`src/rtl/multi_word_add_seq.sv`:
```
// Word-serial W-bit adder: one shared 16-bit slice, one word per clock, LSW first.
// Optional subtract mode (A-B via inverted B and forced carry-in) when MWADD_SUB_EN is defined.
module multi_word_add_seq #(
    parameter int unsigned WORDS = 4
) (
    input  logic                clk,
    input  logic                rst,
    input  logic                in_valid,
    output logic                in_ready,
    input  logic [16*WORDS-1:0] op_a,
    input  logic [16*WORDS-1:0] op_b,
    input  logic                cin,
`ifdef MWADD_SUB_EN
    input  logic                sub,
`endif
    output logic                out_valid,
    input  logic                out_ready,
    output logic [16*WORDS-1:0] result,
    output logic                cout,
    output logic                ovf,
    output logic                busy
);

    localparam int unsigned IW = (WORDS > 1) ? $clog2(WORDS) : 1;
    localparam logic [IW-1:0] LAST = IW'(WORDS - 1);

    typedef enum logic [1:0] {IDLE, ADD, DONE} state_t;

    state_t        state;
    logic [15:0]   a_w   [WORDS];
    logic [15:0]   b_w   [WORDS];
    logic [15:0]   res_w [WORDS];
    logic          carry;
    logic [IW-1:0] idx;
`ifdef MWADD_SUB_EN
    logic          sub_q;
`endif

    logic [15:0] a_sl;
    logic [15:0] b_sl;
    logic [15:0] s_sl;
    logic        c_sl;

    // Shared 16-bit adder slice, fed by the word currently selected by idx.
    always_comb begin
        a_sl = a_w[idx];
`ifdef MWADD_SUB_EN
        b_sl = b_w[idx] ^ {16{sub_q}};
`else
        b_sl = b_w[idx];
`endif
        {c_sl, s_sl} = {1'b0, a_sl} + {1'b0, b_sl} + {16'd0, carry};
    end

    always_comb begin
        result = '0;
        for (int unsigned i = 0; i < WORDS; i++) begin
            result[16*i +: 16] = res_w[i];
        end
    end

    always_ff @(posedge clk or posedge rst) begin
        if (rst) begin
            state     <= IDLE;
            in_ready  <= 1'b1;
            out_valid <= 1'b0;
            busy      <= 1'b0;
            cout      <= 1'b0;
            ovf       <= 1'b0;
            carry     <= 1'b0;
            idx       <= '0;
`ifdef MWADD_SUB_EN
            sub_q     <= 1'b0;
`endif
            for (int unsigned i = 0; i < WORDS; i++) begin
                a_w[i]   <= '0;
                b_w[i]   <= '0;
                res_w[i] <= '0;
            end
        end else begin
            case (state)
                IDLE: begin
                    if (in_valid) begin
                        for (int unsigned i = 0; i < WORDS; i++) begin
                            a_w[i] <= op_a[16*i +: 16];
                            b_w[i] <= op_b[16*i +: 16];
                        end
`ifdef MWADD_SUB_EN
                        sub_q <= sub;
                        carry <= sub | cin;
`else
                        carry <= cin;
`endif
                        idx      <= '0;
                        state    <= ADD;
                        in_ready <= 1'b0;
                        busy     <= 1'b1;
                    end
                end
                ADD: begin
                    res_w[idx] <= s_sl;
                    carry      <= c_sl;
                    if (idx == LAST) begin
                        // Slice is on the MSW here, so its msbs are the operand sign bits.
                        state     <= DONE;
                        out_valid <= 1'b1;
                        cout      <= c_sl;
                        ovf       <= (a_sl[15] == b_sl[15]) && (s_sl[15] != a_sl[15]);
                    end else begin
                        idx <= idx + 1'b1;
                    end
                end
                DONE: begin
                    if (out_ready) begin
                        state     <= IDLE;
                        out_valid <= 1'b0;
                        busy      <= 1'b0;
                        in_ready  <= 1'b1;
                    end
                end
                default: state <= IDLE;
            endcase
        end
    end

endmodule

```
`config.mk`:
```
export PLATFORM = sky130hd
export DESIGN_NAME = multi_word_add_seq
export DESIGN_NICKNAME = d
export VERILOG_FILES = /design/src/rtl/multi_word_add_seq.sv
export SDC_FILE = /design/constraint.sdc
export NUM_CORES = 1
export LEC_CHECK = 0
export BUFFER_PORTS_ARGS = -buffer_cell sky130_fd_sc_hd__buf_2
export CORE_MARGIN = 1
export CORE_UTILIZATION = 55
export CTS_CLUSTER_SIZE = 20
export DETAILED_ROUTE_END_ITERATION = 8
export PLACE_DENSITY = 0.84
export SYNTH_ARGS = -nofsm -noshare
export SYNTH_HDL_FRONTEND = slang
export SYNTH_SLANG_ARGS = --single-unit
```
`constraint.sdc`:
```
create_clock -name clk -period 7.4 [get_ports clk]
set_input_delay 0.37 -clock clk [delete_from_list [all_inputs] [get_ports clk]]
set_output_delay 0.37 -clock clk [all_outputs]
set_load 0.05 [all_outputs]
```
# Yosys cells after proc, flatten, opt, wreduce, memory -nomap -nowiden
# Cells that the tools add are included.
# W data, S select, Z words.
# word_totals
romBits,0
ram_bits,0
wordCells,74
out_inout_bits,69
memories,0
regBits,202
latch_bits,0
# op_classes
div_mod_pow,0
n_eq_ne,9
add_sub_neg,3
n_bitwise,1
n_reduce_logical,13
multipliers,0
n_mux,26
magnitude_cmp,2
shifts,0
# op_table
cell,n
$mux W16,5
$bmux W16 S2,2
$bwmux W64,1
$demux W16 S2,1
$add A16 B16 Y17,1
$add A17 B1 Y17,1
$reduce_and A3 Y1,4
$mux W2,5
$ne A2 B2 Y1 const B,4
$pmux W1 S2,4
$mux W1,6
$pmux W2 S3,1
$reduce_and A2 Y1,3
$reduce_bool A2 Y1,3
$eq A2 B2 Y1 const B,2
$pmux W2 S2,1
$ge A3 B3 Y1 const B,1
$lt A3 B1 Y1 const B,1
$not A2 Y3,1
$add A2 B1 Y2 const B,1
$eq A2 B1 Y1 const B,1
$logic_and A1 B1 Y1,2
$logic_not A2 Y1,1
$eq A1 B1 Y1,1
$ne A1 B1 Y1,1

# Logic depth before layout (Yosys ltp)
# logic_depth
depth_word,8
mapped_depth,11
ltp_nobuf,9

# Least setup slack after synthesis
# Ideal clock, no wire load.
# synth_path
kind,flip-flop to flip-flop
startpoint,reg idx[0]
endpoint,reg res_w (netlist bit result[14])
path_stages_with_launch,11
synth_period_minus_slack_ns,3.542
slack_ns,3.858
arrival_ns,3.409
path_cell_list,dfrtp_1 > clkbuf_1 > mux4_2 > fa_1 > fa_1 > a21o_1 > a221oi_2 > o21ai_2 > a311oi_1 > mux2i_1 > o22ai_1
# synth_via
elab_chain_len,7
word_cells_on_any_way,15
cone_classes,2 x add/sub; 2 x order compare; 9 x mux; 1 x bitwise; 1 x reduce/logical
# synth_lines
item,line_no,rtl
"start, declared",34,logic [IW-1:0] idx;
"start signal, assigned",110,idx <= idx + 1'b1;
$not A2 Y3 (implied by the code) *,"46, 50, 101",
"$bmux W16 S2, on equally long branches","46, 50",
"$mux W16, on equally long branches (2 in a row)","46, 50",
$add A16 B16 Y17,52,"{c_sl, s_sl} = {1'b0, a_sl} + {1'b0, b_sl} + {16'd0, carry};"
$add A17 B1 Y17,52,
$bwmux W64 *,101,res_w[idx] <= s_sl;
"end signal, assigned by index",101,
"end, declared",32,logic [15:0] res_w [WORDS];
# Every way passes the cells marked *; elsewhere a longest branch is shown, timed or not. The select of a mux whose other input is x is not followed.
# A chain may end at the register's enable or synchronous reset.

# Worst setup path after layout
# Ends and elaborated chain as after synthesis.

==> metrics.log <==
[metrics] path type of the worst min-delay path: in -> async
[metrics] Critical Path Fanout Max: 32
[metrics] share of the cycle needed by the critical path after routing: 0.567
[metrics] final net count: 1056
[metrics] Top FF cell, synth: dfrtp_1
[metrics] sequential-to-total area share from yosys stat: 0.549
[metrics] post-cts repair resize count: 0
[metrics] Worst Path Class, Setup: reg -> reg
[metrics] fraction of synthesized cell area taken by the top area cell type: 0.546
[metrics] gate count after technology mapping: 717
[metrics] DRC violations left: 0
[metrics] die span in x: 131 um
[metrics] worst endpoint required time: 7.74 ns
[metrics] Clk pin slew, worst setup/hold paths: 0.06 ns
[metrics] antenna violations before repair: 4
[metrics] run status: finished clean
[metrics] synthesized net count: 871
[metrics] number of cells in the finished layout apart from fillers: 1136
[metrics] iteration-0 DRC count of the detailed router: 392
[metrics] number of endpoints failing setup at the final stage: 0
[metrics] maximum clock insertion buffer count: 3
[metrics] DRT Pass-1 Iters: 5
[metrics] library cell occupying the most area in the post-synthesis netlist: dfrtp_1
[metrics] pre-CTS setup slack: 3.18 ns
[metrics] core outline area: 16100 um2
[metrics] number of vias after detailed routing: 6330
[metrics] Total Wirelength: 20.6 mm
[metrics] top-level port count: 202
[metrics] y dimension of the die: 131 um
[metrics] half-perimeter wire length after detailed placement: 14.5 mm
[metrics] via count of the first global-routing pass: 6239
[metrics] initial core utilization: 0.571
[metrics] wire length on met1: 9.12 mm
[metrics] dominant cell by count in the synthesized netlist: dfrtp_1
[metrics] Total GRT Usage: 0.246
[metrics] detailed route wirelength on metal3: 1.74 mm
[metrics] number of endpoints with negative hold slack in the final report: 0
[metrics] largest net degree at the start of global routing: 137
[metrics] number of distinct library cells after synthesis: 51
[metrics] number of buffers created by CTS: 21
[metrics] Clock Skew: 0.0112 ns
[metrics] #FFs+latches synth: 202
[metrics] largest cells by area after synthesis: dfrtp_1, mux2_2, mux4_2
[metrics] relative max-transition margin: 0.276
[metrics] cell count after placement: 1095
[metrics] total of hold buffers inserted after clock tree synthesis: 0
[metrics] slew at the pin closest to its max-slew limit: 1.08 ns
[metrics] die footprint: 17300 um2
[metrics] unrepaired setup endpoints after global routing: false
[metrics] Setup crit start kind: flip-flop
[metrics] Min Clock Period, post-route: 4.20 ns
[metrics] Num Clock Sinks: 202
[metrics] clock root buffer: clkbuf_16
[metrics] clock insertion delay at the later pin of the skew report: 0.49 ns
[metrics] number of enable flip-flop cells after synthesis: 0
[metrics] Routed wire per std cell: 18.1 um
[metrics] row cnt: 46
[metrics] metal2 WL: 9.38 mm
[metrics] # Max-Cap Violations: 0
[metrics] residual overflow from global routing: 0
[metrics] wire length of the first global-routing pass: 33.6 mm
[metrics] final-layout worst hold slack: 0.0365 ns
[metrics] Final GP Congestion: 0.847
[metrics] relative area change from synthesis to final layout: 20.0%
[metrics] Yosys warnings: 0
[metrics] most numerous cell types in the synthesized netlist: dfrtp_1, mux2_2, nand2_1
[metrics] post-route setup TNS: 0 ns
[metrics] final number of max-transition violations: 0
[metrics] endpoint arrival time on the critical path: 4.54 ns
[metrics] Max Used Layer: met5
[metrics] quantity of I/O buffers inserted on ports: 201
[metrics] clock tree from TritonCTS: yes
[metrics] ratio of cells with drive above 1 in the final layout: 0.451
[metrics] Antenna Violating Nets Remaining: 0
[metrics] mean instance size in the synthesized netlist: 12.8 um2
[metrics] min setup slack post-route: 3.20 ns
[metrics] maximum level of the CTS H-tree: 1
[metrics] capturing element type of the critical path: flip-flop
[metrics] post-detailed-route via-to-cell ratio: 5.57
[metrics] Post-Syn Area: 9210 um2
[metrics] fmax: 0.238 GHz
[metrics] Post-CTS Setup Inserts: 0
[metrics] share of flip-flops with an asynchronous set or reset: 1.00
## metrics by stage
stage | utilization | cell area [um2]
4_1_cts | 0.685 | 11000
3_3_place_gp | 0.642 | 10400
3_5_place_dp | 0.642 | 10400
5_1_grt | 0.685 | 11000
6_report | 0.685 | 11000
2_1_floorplan | - | 9210
## critical path: stages (launching register included)
cell      delay, ns
dfrtp_2        0.40
buf_4          0.52
mux4_2         0.60
fa_1           0.45
fa_1           0.43
a21o_1         0.23
a221oi_2       0.34
o21ai_2        0.16
a311oi_1       0.35
mux2i_1        0.42
o22ai_1        0.14
## sequential cells by signal, summed over array words and instances (netlist names), 2 cells and up
signal / cells
a_w: 64
b_w: 64
result: 64
idx: 2
state: 2
## per-layer routing
metal	up-vias	track usage
li1	2948	-
met1	3100	0.363
met2	254	0.376
met3	26	0.0579
met5	-	0
met4	2	0.0504
## layout by cell type (no fill, tap or decap), types with 5 or more instances in the layout
cell type	synthesis	final
buf_2	16	201
dfrtp_1	201	199
mux2_2	129	129
nand2_1	92	92
o21ai_0	48	48
mux4_2	32	32
a21oi_1	22	22
nor2_1	22	21
clkbuf_16	0	21
ha_1	19	19
nand3_1	13	13
inv_1	9	8
nor3_1	8	8
xor2_1	7	7
clkinv_2	0	7
and2_1	6	6
xnor2_1	5	5
a21o_1	5	5
o21ai_1	5	5
buf_4	0	5
## cell families after synthesis
kind of cell             share of synthesized area
AND/OR/NAND/NOR                             0.0760
XOR/XNOR                                    0.0114
flip-flops                                   0.549
AO/OA/AOI/OAI                               0.0722
buffers and inverters                       0.0238
adder cells (fa/ha/maj)                     0.0302
multiplexers                                 0.237
## cell type report
class,instances,area (um2)
multi-input cells,462,3940
clock buffers,26,574
well taps,216,270
repair buffers,206,1040
inverters,9,41.3
diodes,4,10.0
fillers,1189,5070
clock inverters,11,111
flip-flops and latches,202,5060
## worst paths after layout
kind	from	depth (start not counted)	slack, ns	endpoint
max reg2reg	idx[0]	10	3.20	result[14]
min in group clk	op_b[19]	2	0.11	b_w[35]
min reg2reg	in_ready	2	0.47	in_ready
max	idx[0]	10	3.20	result[14]
min	rst	2	0.04	result[27]
max in group asynchronous	rst	3	5.94	b_w[62]
Power is not shown: default switching activity piles up to over one toggle a cycle in this logic, so the estimate is an artifact.
